## src/rtl/line_buffer_reader_if.sv

```systemverilog
// Bus between line_buffer_reader and its neighbours: line announcement, capture-RAM read port
// and the pixel stream. The reader drives through the master modport.
interface line_buffer_reader_if #(
    parameter int unsigned DATA_W = 16,
    parameter int unsigned ADDR_W = 11
);
    logic              line_ready;
    logic              line_bank;
    logic [ADDR_W-1:0] rdaddress;
    logic [DATA_W-1:0] q;
    logic [DATA_W-1:0] pix_data;
    logic              pix_valid;
    logic              pix_ready;
    logic              pix_last;
    logic              busy;
    logic              overrun;

    modport master (
        input  line_ready, line_bank, q, pix_ready,
        output rdaddress, pix_data, pix_valid, pix_last, busy, overrun
    );

    modport slave (
        output line_ready, line_bank, q, pix_ready,
        input  rdaddress, pix_data, pix_valid, pix_last, busy, overrun
    );
endinterface

```

## src/rtl/line_buffer_reader.sv

```systemverilog
// Streams one captured line out of a two-bank RAM as a ready/valid pixel stream, with a
// 2-entry output FIFO and room for one queued line request.
module line_buffer_reader #(
    parameter int unsigned DATA_W   = 16,
    parameter int unsigned ADDR_W   = 11,
    parameter int unsigned LINE_LEN = 640
) (
    input logic                  clock,
    input logic                  rst_n,
    line_buffer_reader_if.master bus
);

    localparam int unsigned CntW = $clog2(LINE_LEN + 1);
    localparam logic [CntW-1:0] LastIdx = CntW'(LINE_LEN - 1);

    typedef enum logic [1:0] {StIdle, StRead, StDrain} state_e;

    state_e            state_q;
    logic [ADDR_W-1:0] base_q;
    logic [CntW-1:0]   cnt_q;
    logic [ADDR_W-1:0] last_addr_q;
    logic              inflight_q;
    logic              inflight_last_q;
    logic [DATA_W-1:0] fifo_data_q [2];
    logic              fifo_last_q [2];
    logic              rd_ptr_q;
    logic              wr_ptr_q;
    logic [1:0]        occ_q;
    logic              pending_q;
    logic              pending_bank_q;
    logic              overrun_q;

    logic              pop;
    logic              issue;
    logic              issue_last;
    logic              last_xfer;
    logic              take_pending;
    logic [2:0]        demand;
    logic [ADDR_W-1:0] issue_addr;

    function automatic logic [ADDR_W-1:0] bank_base(input logic bank);
        return bank ? ADDR_W'(LINE_LEN) : '0;
    endfunction

    always_comb begin
        pop          = (occ_q != 2'd0) && bus.pix_ready;
        // The slot freed by a same-cycle pop counts as free, so reads run at 1/cycle.
        demand       = {1'b0, occ_q} - {2'b00, pop} + {2'b00, inflight_q};
        issue        = (state_q == StRead) && (demand < 3'd2);
        issue_addr   = base_q + ADDR_W'(cnt_q);
        issue_last   = (cnt_q == LastIdx);
        last_xfer    = pop && fifo_last_q[rd_ptr_q];
        take_pending = (state_q == StDrain) && last_xfer && pending_q;
    end

    assign bus.rdaddress = issue ? issue_addr : last_addr_q;
    assign bus.pix_valid = (occ_q != 2'd0);
    assign bus.pix_data  = fifo_data_q[rd_ptr_q];
    assign bus.pix_last  = (occ_q != 2'd0) && fifo_last_q[rd_ptr_q];
    assign bus.busy      = (state_q != StIdle);
    assign bus.overrun   = overrun_q;

    always_ff @(posedge clock) begin
        if (!rst_n) begin
            state_q         <= StIdle;
            base_q          <= '0;
            cnt_q           <= '0;
            last_addr_q     <= '0;
            inflight_q      <= 1'b0;
            inflight_last_q <= 1'b0;
            fifo_data_q[0]  <= '0;
            fifo_data_q[1]  <= '0;
            fifo_last_q[0]  <= 1'b0;
            fifo_last_q[1]  <= 1'b0;
            rd_ptr_q        <= 1'b0;
            wr_ptr_q        <= 1'b0;
            occ_q           <= 2'd0;
            pending_q       <= 1'b0;
            pending_bank_q  <= 1'b0;
            overrun_q       <= 1'b0;
        end else begin
            overrun_q       <= 1'b0;
            inflight_q      <= issue;
            inflight_last_q <= issue_last;
            occ_q           <= occ_q + {1'b0, inflight_q} - {1'b0, pop};

            // q belongs to the read issued on the previous edge
            if (inflight_q) begin
                fifo_data_q[wr_ptr_q] <= bus.q;
                fifo_last_q[wr_ptr_q] <= inflight_last_q;
                wr_ptr_q              <= ~wr_ptr_q;
            end
            if (pop) begin
                rd_ptr_q <= ~rd_ptr_q;
            end

            case (state_q)
                StIdle: begin
                    if (bus.line_ready) begin
                        state_q <= StRead;
                        base_q  <= bank_base(bus.line_bank);
                        cnt_q   <= '0;
                    end
                end
                StRead: begin
                    if (issue) begin
                        last_addr_q <= issue_addr;
                        cnt_q       <= cnt_q + CntW'(1);
                        if (issue_last) begin
                            state_q <= StDrain;
                        end
                    end
                end
                StDrain: begin
                    if (last_xfer) begin
                        if (pending_q) begin
                            state_q <= StRead;
                            base_q  <= bank_base(pending_bank_q);
                            cnt_q   <= '0;
                        end else if (bus.line_ready) begin
                            state_q <= StRead;
                            base_q  <= bank_base(bus.line_bank);
                            cnt_q   <= '0;
                        end else begin
                            state_q <= StIdle;
                        end
                    end
                end
                default: state_q <= StIdle;
            endcase

            // A request arriving as the line ends without a queued one starts directly above.
            if (take_pending) begin
                pending_q      <= bus.line_ready;
                pending_bank_q <= bus.line_bank;
            end else if (bus.line_ready && (state_q != StIdle) &&
                         !((state_q == StDrain) && last_xfer)) begin
                if (!pending_q) begin
                    pending_q      <= 1'b1;
                    pending_bank_q <= bus.line_bank;
                end else begin
                    overrun_q <= 1'b1;
                end
            end
        end
    end

endmodule
```

## src/flat_wrapper.sv

```systemverilog
// flat-port wrapper written by rule: the top's interface ports become plain ports
module line_buffer_reader_flat 
#(
    parameter int unsigned DATA_W   = 16,
    parameter int unsigned ADDR_W   = 11,
    parameter int unsigned LINE_LEN = 640
)
  (clock, rst_n, bus_line_ready, bus_line_bank, bus_q, bus_pix_ready, bus_rdaddress, bus_pix_data, bus_pix_valid, bus_pix_last, bus_busy, bus_overrun);
  line_buffer_reader_if #(.DATA_W(DATA_W), .ADDR_W(ADDR_W)) bus_i ();
  input logic clock;
  input logic rst_n;
  input wire logic [$bits(bus_i.line_ready)-1:0] bus_line_ready;
  input wire logic [$bits(bus_i.line_bank)-1:0] bus_line_bank;
  input wire logic [$bits(bus_i.q)-1:0] bus_q;
  input wire logic [$bits(bus_i.pix_ready)-1:0] bus_pix_ready;
  output wire logic [$bits(bus_i.rdaddress)-1:0] bus_rdaddress;
  output wire logic [$bits(bus_i.pix_data)-1:0] bus_pix_data;
  output wire logic [$bits(bus_i.pix_valid)-1:0] bus_pix_valid;
  output wire logic [$bits(bus_i.pix_last)-1:0] bus_pix_last;
  output wire logic [$bits(bus_i.busy)-1:0] bus_busy;
  output wire logic [$bits(bus_i.overrun)-1:0] bus_overrun;
  assign bus_i.line_ready = bus_line_ready;
  assign bus_i.line_bank = bus_line_bank;
  assign bus_i.q = bus_q;
  assign bus_i.pix_ready = bus_pix_ready;
  assign bus_rdaddress = bus_i.rdaddress;
  assign bus_pix_data = bus_i.pix_data;
  assign bus_pix_valid = bus_i.pix_valid;
  assign bus_pix_last = bus_i.pix_last;
  assign bus_busy = bus_i.busy;
  assign bus_overrun = bus_i.overrun;
  line_buffer_reader #(.DATA_W(DATA_W), .ADDR_W(ADDR_W), .LINE_LEN(LINE_LEN)) u_core (.clock(clock), .rst_n(rst_n), .bus(bus_i));
endmodule
```

## config.mk

```make
export PLATFORM = sky130hd
export DESIGN_NAME = line_buffer_reader_flat
export DESIGN_NICKNAME = d
export VERILOG_FILES = /design/src/rtl/line_buffer_reader_if.sv /design/src/rtl/line_buffer_reader.sv /design/src/flat_wrapper.sv
export SDC_FILE = /design/constraint.sdc
export NUM_CORES = 1
export LEC_CHECK = 0
export CORE_MARGIN = 5
export CORE_UTILIZATION = 35
export DETAILED_ROUTE_END_ITERATION = 6
export PLACE_DENSITY = 0.65
export SLEW_MARGIN = 25
export SYNTH_ARGS = -nofsm -noshare
export SYNTH_HDL_FRONTEND = slang
export SYNTH_SLANG_ARGS = --single-unit
```

## constraint.sdc

```tcl
create_clock -name clock -period 3.45 [get_ports clock]
set_clock_uncertainty 0.1 [all_clocks]
set_input_delay 0.69 -clock clock [delete_from_list [all_inputs] [get_ports clock]]
set_output_delay 0.69 -clock clock [all_outputs]
set_load 0.01 [all_outputs]
```

; ---- Word-level counts from Yosys, hierarchy flattened
; Memories as Yosys holds them, arrays and structs flattened. A register that Yosys moved wholly into a read port is not among the register bits.
; Index checks and enable logic that the tools add are counted.
[op_classes]
addsub = 6
order_cmp = 1
n_eq_ne = 8
n_mux = 39
bitwise = 4
reduce_logical = 22
[ops]
columns = operator, count
row1 = 2-to-1 mux 10 bit, 6
row2 = 2-to-1 mux 11 bit, 4
row3 = case mux 10 bit (3 select lines), 1
row4 = case mux 11 bit (2 select lines), 1
row5 = 2-to-1 mux 1 bit, 20
row6 = 2-to-1 mux 16 bit, 1
row7 = OR reduction 16 bit, 1
row8 = adder 11 x 10 -> 11 bit, 1
row9 = adder 10 x 1 -> 10 bit (second input constant), 1
row10 = equality test 10 bit (second input constant), 1
row11 = 2-to-1 mux 2 bit, 5
row12 = logical AND 1 bit, 8
row13 = nonzero test 2 bit, 4
row14 = != test 2 x 1 -> 1 bit (second input constant), 3
row15 = case mux 2 bit (3 select lines), 1
row16 = != test 2 bit (second input constant), 2
row17 = NOT 1 bit, 4
row18 = AND reduction 2 bit, 2
row19 = AND reduction 4 bit, 1
row20 = adder 3 x 1 -> 3 bit, 1
row21 = < comparator 3 x 2 -> 1 bit (second input constant), 1
row22 = AND reduction 3 bit, 1
row23 = nonzero test 3 bit, 1
row24 = OR reduction 3 bit, 1
row25 = 8 further kinds, 8
[word_totals]
reg_bits = 43
ram_bits = 34
input_bits = 21
out_inout_bits = 31
wordCells = 94
n_memories = 2
[memory_table]
columns = memory, words, width, rd, rd_ports_with_merged_regs, wr, line_no
row1 = u_core.fifo_data_q, 2, 16, 1, 1, 2, line_buffer_reader.sv:24  ; logic [DATA_W-1:0] fifo_data_q [2];
row2 = u_core.fifo_last_q, 2, 1, 1, 1, 2, line_buffer_reader.sv:25  ; logic fifo_last_q [2];

; ---- Longest topological paths before layout
; Gate-level depths: netlist of the first run.
[depth]
ltp_word = 8
mapped_depth = 10
mapped_depth_nobuf = 9

; ---- Worst setup path after synthesis of the first run
; No wires, ideal clock.
[synth_timing]
path_type = input -> output
start = in bus_pix_ready
end = out bus_rdaddress[6]
t_arrival_ns = 2.636
required_ns = 2.660
setup_slack_ns = 0.024
cell_stages = 8
n_path_buf = 0
cell_sequence = o21a_1 xor2_1 ha_1 fa_1 xor2_1 nand2_1 or4_1 nand3_1
[synth_via]
elab_chain_cells = 6
[synth_rtl]
columns = item, line_no
row1 = from (decl), flat_wrapper.sv:15  ; input wire logic [$bits(bus_i.pix_ready)-1:0] bus_pix_ready;
row2 = logical AND 1 bit, line_buffer_reader.sv:46  ; pop = (occ_q != 2'd0) && bus.pix_ready;
row3 = subtractor 2 x 1 -> 3 bit, line_buffer_reader.sv:48  ; demand = {1'b0, occ_q} - {2'b00, pop} + {2'b00, inflight_q};
row4 = adder 3 x 1 -> 3 bit, line_buffer_reader.sv:48
row5 = < comparator 3 x 2 -> 1 bit, line_buffer_reader.sv:49  ; issue = (state_q == StRead) && (demand < 3'd2);
row6 = logical AND 1 bit, line_buffer_reader.sv:49
row7 = 2-to-1 mux 11 bit, n/a
row8 = to (decl), flat_wrapper.sv:16  ; output wire logic [$bits(bus_i.rdaddress)-1:0] bus_rdaddress;
; No other way between the ends.

; ---- Worst setup path in the final report of the first run
[layout_timing]
start = in bus_pix_ready
end = out bus_rdaddress[6]
[layout_via]
elab_chain_cells = 6
[layout_rtl]
columns = item, line_no
row1 = logical AND 1 bit, line_buffer_reader.sv:46
row2 = subtractor 2 x 1 -> 3 bit, line_buffer_reader.sv:48
row3 = adder 3 x 1 -> 3 bit, line_buffer_reader.sv:48
row4 = net u_core.demand[1], line_buffer_reader.sv:38  ; logic [2:0] demand;
row5 = < comparator 3 x 2 -> 1 bit, line_buffer_reader.sv:49
row6 = logical AND 1 bit, line_buffer_reader.sv:49
row7 = 2-to-1 mux 11 bit, n/a
; The timed path passes the listed nets, and every way through them passes these cells.

==> summary.md, run 1 <==
| Metric | Value |
|---|---|
| Clk Tree Root Cell | `clkbuf_8` |
| Layout cell share with drive strength beyond 1 | `22.2%` |
| DP Wirelength | `6320 um` |
| Placer congestion estimate | `0.843` |
| Detailed Route WL | `9120 um` |
| Inst Count DP | `589` |
| Required @ worst endpoint | `2660 ps` |
| Worst-path clk slew | `80 ps` |
| Fillers | `1055` |
| CP max FO | `4` |
| Core area | `10900 sq um` |
| Met3 wire length | `475 um` |
| Predominant post-synthesis flop cell | `dfxtp_1` |
| Post-Layout Cell Count | `608` |
| Worst Hold Launch | `u_core.base_q[0]` |
| Die W | `116 um` |
| DRT met1 WL | `3930 um` |
| CTS Hold Bufs | `0` |
| Initial antenna violation count | `0` |
| Via count | `3111` |
| Worst Tran Pin Value | `698 ps` |
| DR WL/cell | `15.0 um` |
| RSZ-0062 raised after global routing | `true` |
| #FFs+latches synth | `78` |
| Syn avg cell area | `9.95 sq um` |
| Max VDD drop | `0.192 mV` |
| Diodes inserted | `0` |
| Total negative slack | `0 ps` |
| Overflow after GRT | `0` |
| Worst skew pair latency | `350 ps` |
| P&R area growth vs syn | `29.3%` |
| Most frequent cells in the layout | `and2_1, dfxtp_1, clkdlybuf4s50_1, nand2_1, edfxtp_1` |
| Clock sinks | `78` |
| CP Launch Type | `input pin` |
| EDFF count, synth | `32` |
| Leak Pwr | `2.08 nW` |
| Syn nets | `433` |
| TritonCTS clock tree | `done` |
| FMAX | `295 MHz` |
| Synth cell types | `56` |
| TritonRoute pass-1 iters | `5` |
| Setup crit start | `bus_pix_ready` |
| DR DRC count | `0` |
| Max clock buf depth | `2` |
| Initial Util | `36.0%` |
| Commonest non-fill, non-tap cell in the layout | `and2_1` |
| IO Count | `52` |
| Fin crit period | `3400 ps` |
| Num CTS Buffers | `9` |
| Worst r2r src | `u_core.occ_q[1]` |
| Via/cell ratio | `5.12` |
| Detail Route Antenna Nets | `0` |
| Global-route usage over all layers | `14.4%` |
| Top Layer Used | `met4` |
| First-pass GRT wire length | `15400 um` |
| Final Power | `0.00269 W` |
| Synthesis Warnings | `0` |
| Initial DRC Count | `122` |
| Pin count of the biggest net entering global routing | `19` |
| Die Ht | `116 um` |
| Detail Route met2 WL | `4550 um` |
| Sequential area share after synthesis | `48.0%` |
| Post-synthesis async set-or-reset flop share | `0%` |
| Max cap viols | `0` |
| Period utilization | `98.4%` |
| # rows | `38` |
| Final Setup Violations | `0` |
| PortBufs | `51` |
| Final Hold Vio Count | `0` |
| Die area | `13400 sq um` |
| Final nets | `502` |
| Max Transition Viols Final | `0` |
| Vias in the first global route | `3211` |
| Status | `finished clean` |
| Gate Count Post-Synth | `394` |
| CP Data Arrival Time | `2610 ps` |
| Worst hold path class | `flip-flop to flip-flop` |
| Critical path class | `input pin to output pin` |
| Slew HR | `53.4%` |
| Mapped Area | `3920 sq um` |
| H-tree depth | `3` |
| PD cells | `532 nW/um^2` |
| Worst hold slack | `369 ps` |
| Worst Setup End Kind | `output pin` |
==> registers in the layout (all words and copies together) (netlist names), 2 cells and up, named ones only <==
name                count
u_core.fifo_last_q      2
u_core.state_q          2
u_core.fifo_data_q     32
u_core.cnt_q           10
u_core.occ_q            2
u_core.base_q          11
u_core.last_addr_q     11
==> repair_timing <==
action | in CTS | in global routing
gates cloned | 2 | 0
gates resized for setup | 74 | 23
endpoints found under the setup margin | 11 | 11
pin swaps | 9 | 7
hold endpoints to repair | 0 | 0
buffers inserted | 2 | 0
==> routing by layer <==
layer / global-route usage (%) / vias up
met3: 2.87 / 16
met1: 17.8 / 1493
met2: 25.1 / 64
met5: 0 / -
li1: - / 1538
met4: 5.26 / 0
==> metrics by stage <==
stage	util [%]	setup slack (ps)	cell area, sq um
after detailed placement	43.1	-846	4690
after global placement	43.1	-851	4690
final	46.6	54.4	5070
after CTS	45.8	25.1	4990
after global routing	46.6	-46.2	5070
after floorplan	-	24.0	3920
==> final timing paths <==
path | end | slack [ps] | cells after the start
max | bus_rdaddress[6] | 50 | 10
min reg2reg | u_core.base_q[0] | 370 | 1
max reg2reg | u_core.cnt_q[7] | 830 | 10
min | u_core.base_q[0] | 370 | 1
==> where the power goes <==
group,switching (W),internal [W]
combinational,0.000494,0.000503
clock,0.000341,0.000259
sequential,0.0000390,0.00106
==> critical path, cell delays in order <==
cell	delay, ps
buf_6	90
o21a_1	110
xor2_1	160
ha_2	190
fa_2	460
nor2b_4	160
nand2_4	110
or4_4	440
nand3_2	90
buf_6	100
==> final cells by class <==
class                      count  area (sq um)  area share, %
timing repair buffer          75           701           13.8
clock inverter                 6          37.5          0.741
multi-input combinational    289          2110           41.6
inverter                      10          37.5          0.741
tap                          140           175           3.46
clock buffer                  10           128           2.52
sequential                    78          1880           37.2
==> kinds of logic (layout without fill, tap and decap cells) <==
family | Yosys count | after routing | synth area share, %
simple gates | 163 | 163 | 22.1
fa+ha+maj | 18 | 18 | 6.13
compound gates | 80 | 80 | 13.3
flops | 78 | 78 | 48.0
mux | 23 | 23 | 6.57
xor+xnor | 5 | 5 | 1.12
buf+inv | 27 | 101 | 2.84
==> synth_stat cells, drive strengths merged, types with 13 or more instances <==
cell	count	area [sq um]
o21ai	22	110
nand3	13	65.1
a21oi	14	73.8
dfxtp	46	921
clkbuf	14	53.8
nor2	24	90.1
and2	52	325
ha	16	200
mux2	19	218
nand2	38	143
edfxtp	32	961
Note: power is estimated with default switching activity, not from simulation.
==> inputs of run 2 (changes only) <==
- GPL_TIMING_DRIVEN: default -> 0
==> summary.md, run 2 (synthesis gave the netlist of run 1 again) <==
| Metric | Value |
|---|---|
| Critical path class | `input pin to output pin (unchanged)` |
| Reg2Reg Depth | `10 (unchanged)` |
| TritonCTS clock tree | `done (unchanged)` |
| RSZ-0062 raised after global routing | `true (unchanged)` |
| Max clock buf depth | `2 (unchanged)` |
| Worst r2r src | `u_core.occ_q[0] (was u_core.occ_q[1])` |
| Max cap viols | `0 (unchanged)` |
| Die W | `116 um (unchanged)` |
| Worst skew pair latency | `350 ps (about the same)` |
| Slew HR | `47.6% (was 53.4%)` |
| TritonRoute pass-1 iters | `4 (was 5)` |
| Final Setup Violations | `0 (unchanged)` |
| First-pass GRT wire length | `15100 um (was 15400 um)` |
| Final core utilization | `46.6% (about the same)` |
| CP Launch Type | `input pin (unchanged)` |
| Overflow after GRT | `0 (unchanged)` |
| WHS Endpoint | `u_core.base_q[0] (unchanged)` |
| Crit path buffers/inverters | `2 (unchanged)` |
| Global-route usage over all layers | `14.1% (was 14.4%)` |
| Via/cell ratio | `5.13 (was 5.12)` |
| Final Hold Vio Count | `0 (unchanged)` |
| Post-Layout Cell Count | `613 (was 608)` |
| CP max FO | `6 (was 4)` |
| Required @ worst endpoint | `2660 ps (about the same)` |
| Sequential Power Share | `38.4% (was 40.7%)` |
| Max VDD drop | `0.281 mV (was 0.192 mV)` |
| Num CTS Buffers | `9 (unchanged)` |
| DR DRC count | `0 (unchanged)` |
| Fillers | `1051 (was 1055)` |
| Clock share of power | `26.7% (was 22.2%)` |
| H-tree depth | `3 (unchanged)` |
| Worst Hold Launch | `u_core.base_q[0] (unchanged)` |
| Worst reg2reg endpoint | `u_core.cnt_q[4] (was u_core.cnt_q[7])` |
| Combinational Power Share | `34.8% (was 37.0%)` |
| DR WL/cell | `15.0 um (about the same)` |
| Layout cell share with drive strength beyond 1 | `21.8% (was 22.2%)` |
| Vias in the first global route | `3231 (was 3211)` |
| Commonest non-fill, non-tap cell in the layout | `and2_1 (unchanged)` |
| # rows | `38 (unchanged)` |
| Leak Pwr | `2.07 nW (was 2.08 nW)` |
| DP Wirelength | `6440 um (was 6320 um)` |
| P&R area growth vs syn | `29.4% (was 29.3%)` |
| Via count | `3143 (was 3111)` |
| Core area | `10900 sq um (unchanged)` |
| Worst Tran Pin Value | `786 ps (was 698 ps)` |
| Detailed Route WL | `9190 um (was 9120 um)` |
| PD cells | `567 nW/um^2 (was 532 nW/um^2)` |
| Top Registers | `u_core.fifo_data_q x32, u_core.base_q x11, u_core.last_addr_q x11 (unchanged)` |
| FMAX | `296 MHz (was 295 MHz)` |
| Inst Count DP | `584 (was 589)` |
| Period utilization | `98.0% (was 98.4%)` |
| Initial Util | `36.0% (unchanged)` |
| Final nets | `507 (was 502)` |
| Switching Share | `30.8% (was 32.4%)` |
| CP delay by family, top | `simple AND/OR/NAND/NOR gates (unchanged)` |
| Placer congestion estimate | `0.870 (was 0.843)` |
| Die area | `13400 sq um (unchanged)` |
| Detail Route Antenna Nets | `0 (unchanged)` |
| CTS Hold Bufs | `0 (unchanged)` |
| Reg with most FFs | `u_core.fifo_data_q (unchanged)` |
| Worst-path clk slew | `80 ps (about the same)` |
| Status | `finished clean (unchanged)` |
| Worst Setup End Kind | `output pin (unchanged)` |
| Initial DRC Count | `210 (was 122)` |
| Psw | `0.000886 W (was 0.000874 W)` |
| Worst hold path class | `flip-flop to flip-flop (unchanged)` |
| Worst path max stage delay | `440 ps (was 460 ps)` |
| Initial antenna violation count | `0 (unchanged)` |
| Setup crit start | `bus_pix_ready (unchanged)` |
| Max Transition Viols Final | `0 (unchanged)` |
| CP Data Arrival Time | `2590 ps (was 2610 ps)` |
| Slowest stage cell, crit path | `or4_4 (was fa_2)` |
| Most frequent cells in the layout | `and2_1, dfxtp_1, clkdlybuf4s50_1, nand2_1, edfxtp_1 (unchanged)` |
| IO Count | `52 (unchanged)` |
| Clock sinks | `78 (unchanged)` |
| Max reg flops | `32 (unchanged)` |
| Worst R2R Setup Slack | `720 ps (was 830 ps)` |
| Multi-input gate area | `2090 sq um (was 2110 sq um)` |
| Pin count of the biggest net entering global routing | `17 (was 19)` |
| CP Cell Sequence | `buf_2, o21a_4, xor2_1, ha_2, fa_2, xor2_4, nand2_4, or4_4, nand3_2, buf_6 (was buf_6, o21a_1, xor2_1, ha_2, fa_2, nor2b_4, nand2_4, or4_4, nand3_2, buf_6)` |
| Fin crit period | `3380 ps (was 3400 ps)` |
| Hold Path Cell Cnt | `1 (unchanged)` |
| P_int | `0.00199 W (was 0.00182 W)` |
| Die Ht | `116 um (unchanged)` |
| Sequential cell area | `1890 sq um (was 1880 sq um)` |
| PortBufs | `50 (was 51)` |
| Clk Tree Root Cell | `clkbuf_8 (unchanged)` |
| Diodes inserted | `0 (unchanged)` |
run 2: cell count changes in the layout (fill, tap and decap cells not counted), sizes merged:
cell,previous run,this run
buf,36,28
bufinv,0,2
clkbuf,10,23
clkdlybuf4s15,0,1
clkdlybuf4s50,39,38
clkinv,3,2
clkinvlp,2,1
run 2: through the flow:
| stage | setup TNS [ps] | instance area [sq um] | hold WS (ps) | total power, W | setup WS (ps) |
|---|---|---|---|---|---|
| 2_1_floorplan | 0 | 3920 | 325 | 0.00156 | 24.0 |
| 3_3_place_gp | -14820 | 4600 | 346 | 0.00187 | -1290 |
| 3_5_place_dp | -15490 | 4600 | 351 | 0.00188 | -1290 |
| 4_1_cts | -35.6 | 5000 | 376 | 0.00284 | -35.6 |
| 5_1_grt | -179 | 5070 | 388 | 0.00304 | -46.8 |
| 6_report | 0 | 5070 | 368 | 0.00288 | 67.6 |
run 2: worst max path at each step:
stage	endpoint	slack [ps]	cells past startpoint
detailed placement	bus_rdaddress[9]	-1290	12
CTS	bus_rdaddress[6]	-40	9
floorplan	bus_rdaddress[6]	20	8
finish	bus_rdaddress[6]	70	10
global placement	bus_rdaddress[9]	-1290	12
global route	bus_rdaddress[10]	-50	10
run 2: area by class of cell:
class | instances | area share (%)
multi-input cells | 289 | 41.1
clock inverters | 6 | 1.85
clock buffers | 10 | 2.52
inverters | 10 | 0.740
repair buffers | 64 | 11.3
well taps | 140 | 3.45
plain buffers | 16 | 1.80
flip-flops and latches | 78 | 37.2
run 2: power groups by stage:
| stage | combinational (W) | sequential (W) | clock, W |
|---|---|---|---|
| 3_3_place_gp | 0.000751 | 0.00112 | 0 |
| 4_1_cts | 0.000947 | 0.00111 | 0.000783 |
| 2_1_floorplan | 0.000451 | 0.00111 | 0 |
| 5_1_grt | 0.00109 | 0.00112 | 0.000831 |
| 3_5_place_dp | 0.000754 | 0.00113 | 0 |
| 6_report | 0.00100 | 0.00111 | 0.000769 |
run 2: what timing repair did:
item	4_1_cts	5_1_grt
setup buffers	11	2
endpoints found under the setup margin	11	11
gates cloned	1	0
resized for setup	87	13
pin swaps	10	7
run 2: per-layer routing:
| layer | track usage (%) | wire (um) |
|---|---|---|
| met1 | 16.8 | 4060 |
| met2 | 25.7 | 4530 |
| met3 | 3.71 | 514 |
| met4 | 2.94 | 80 |
| met5 | 0 | 0 |
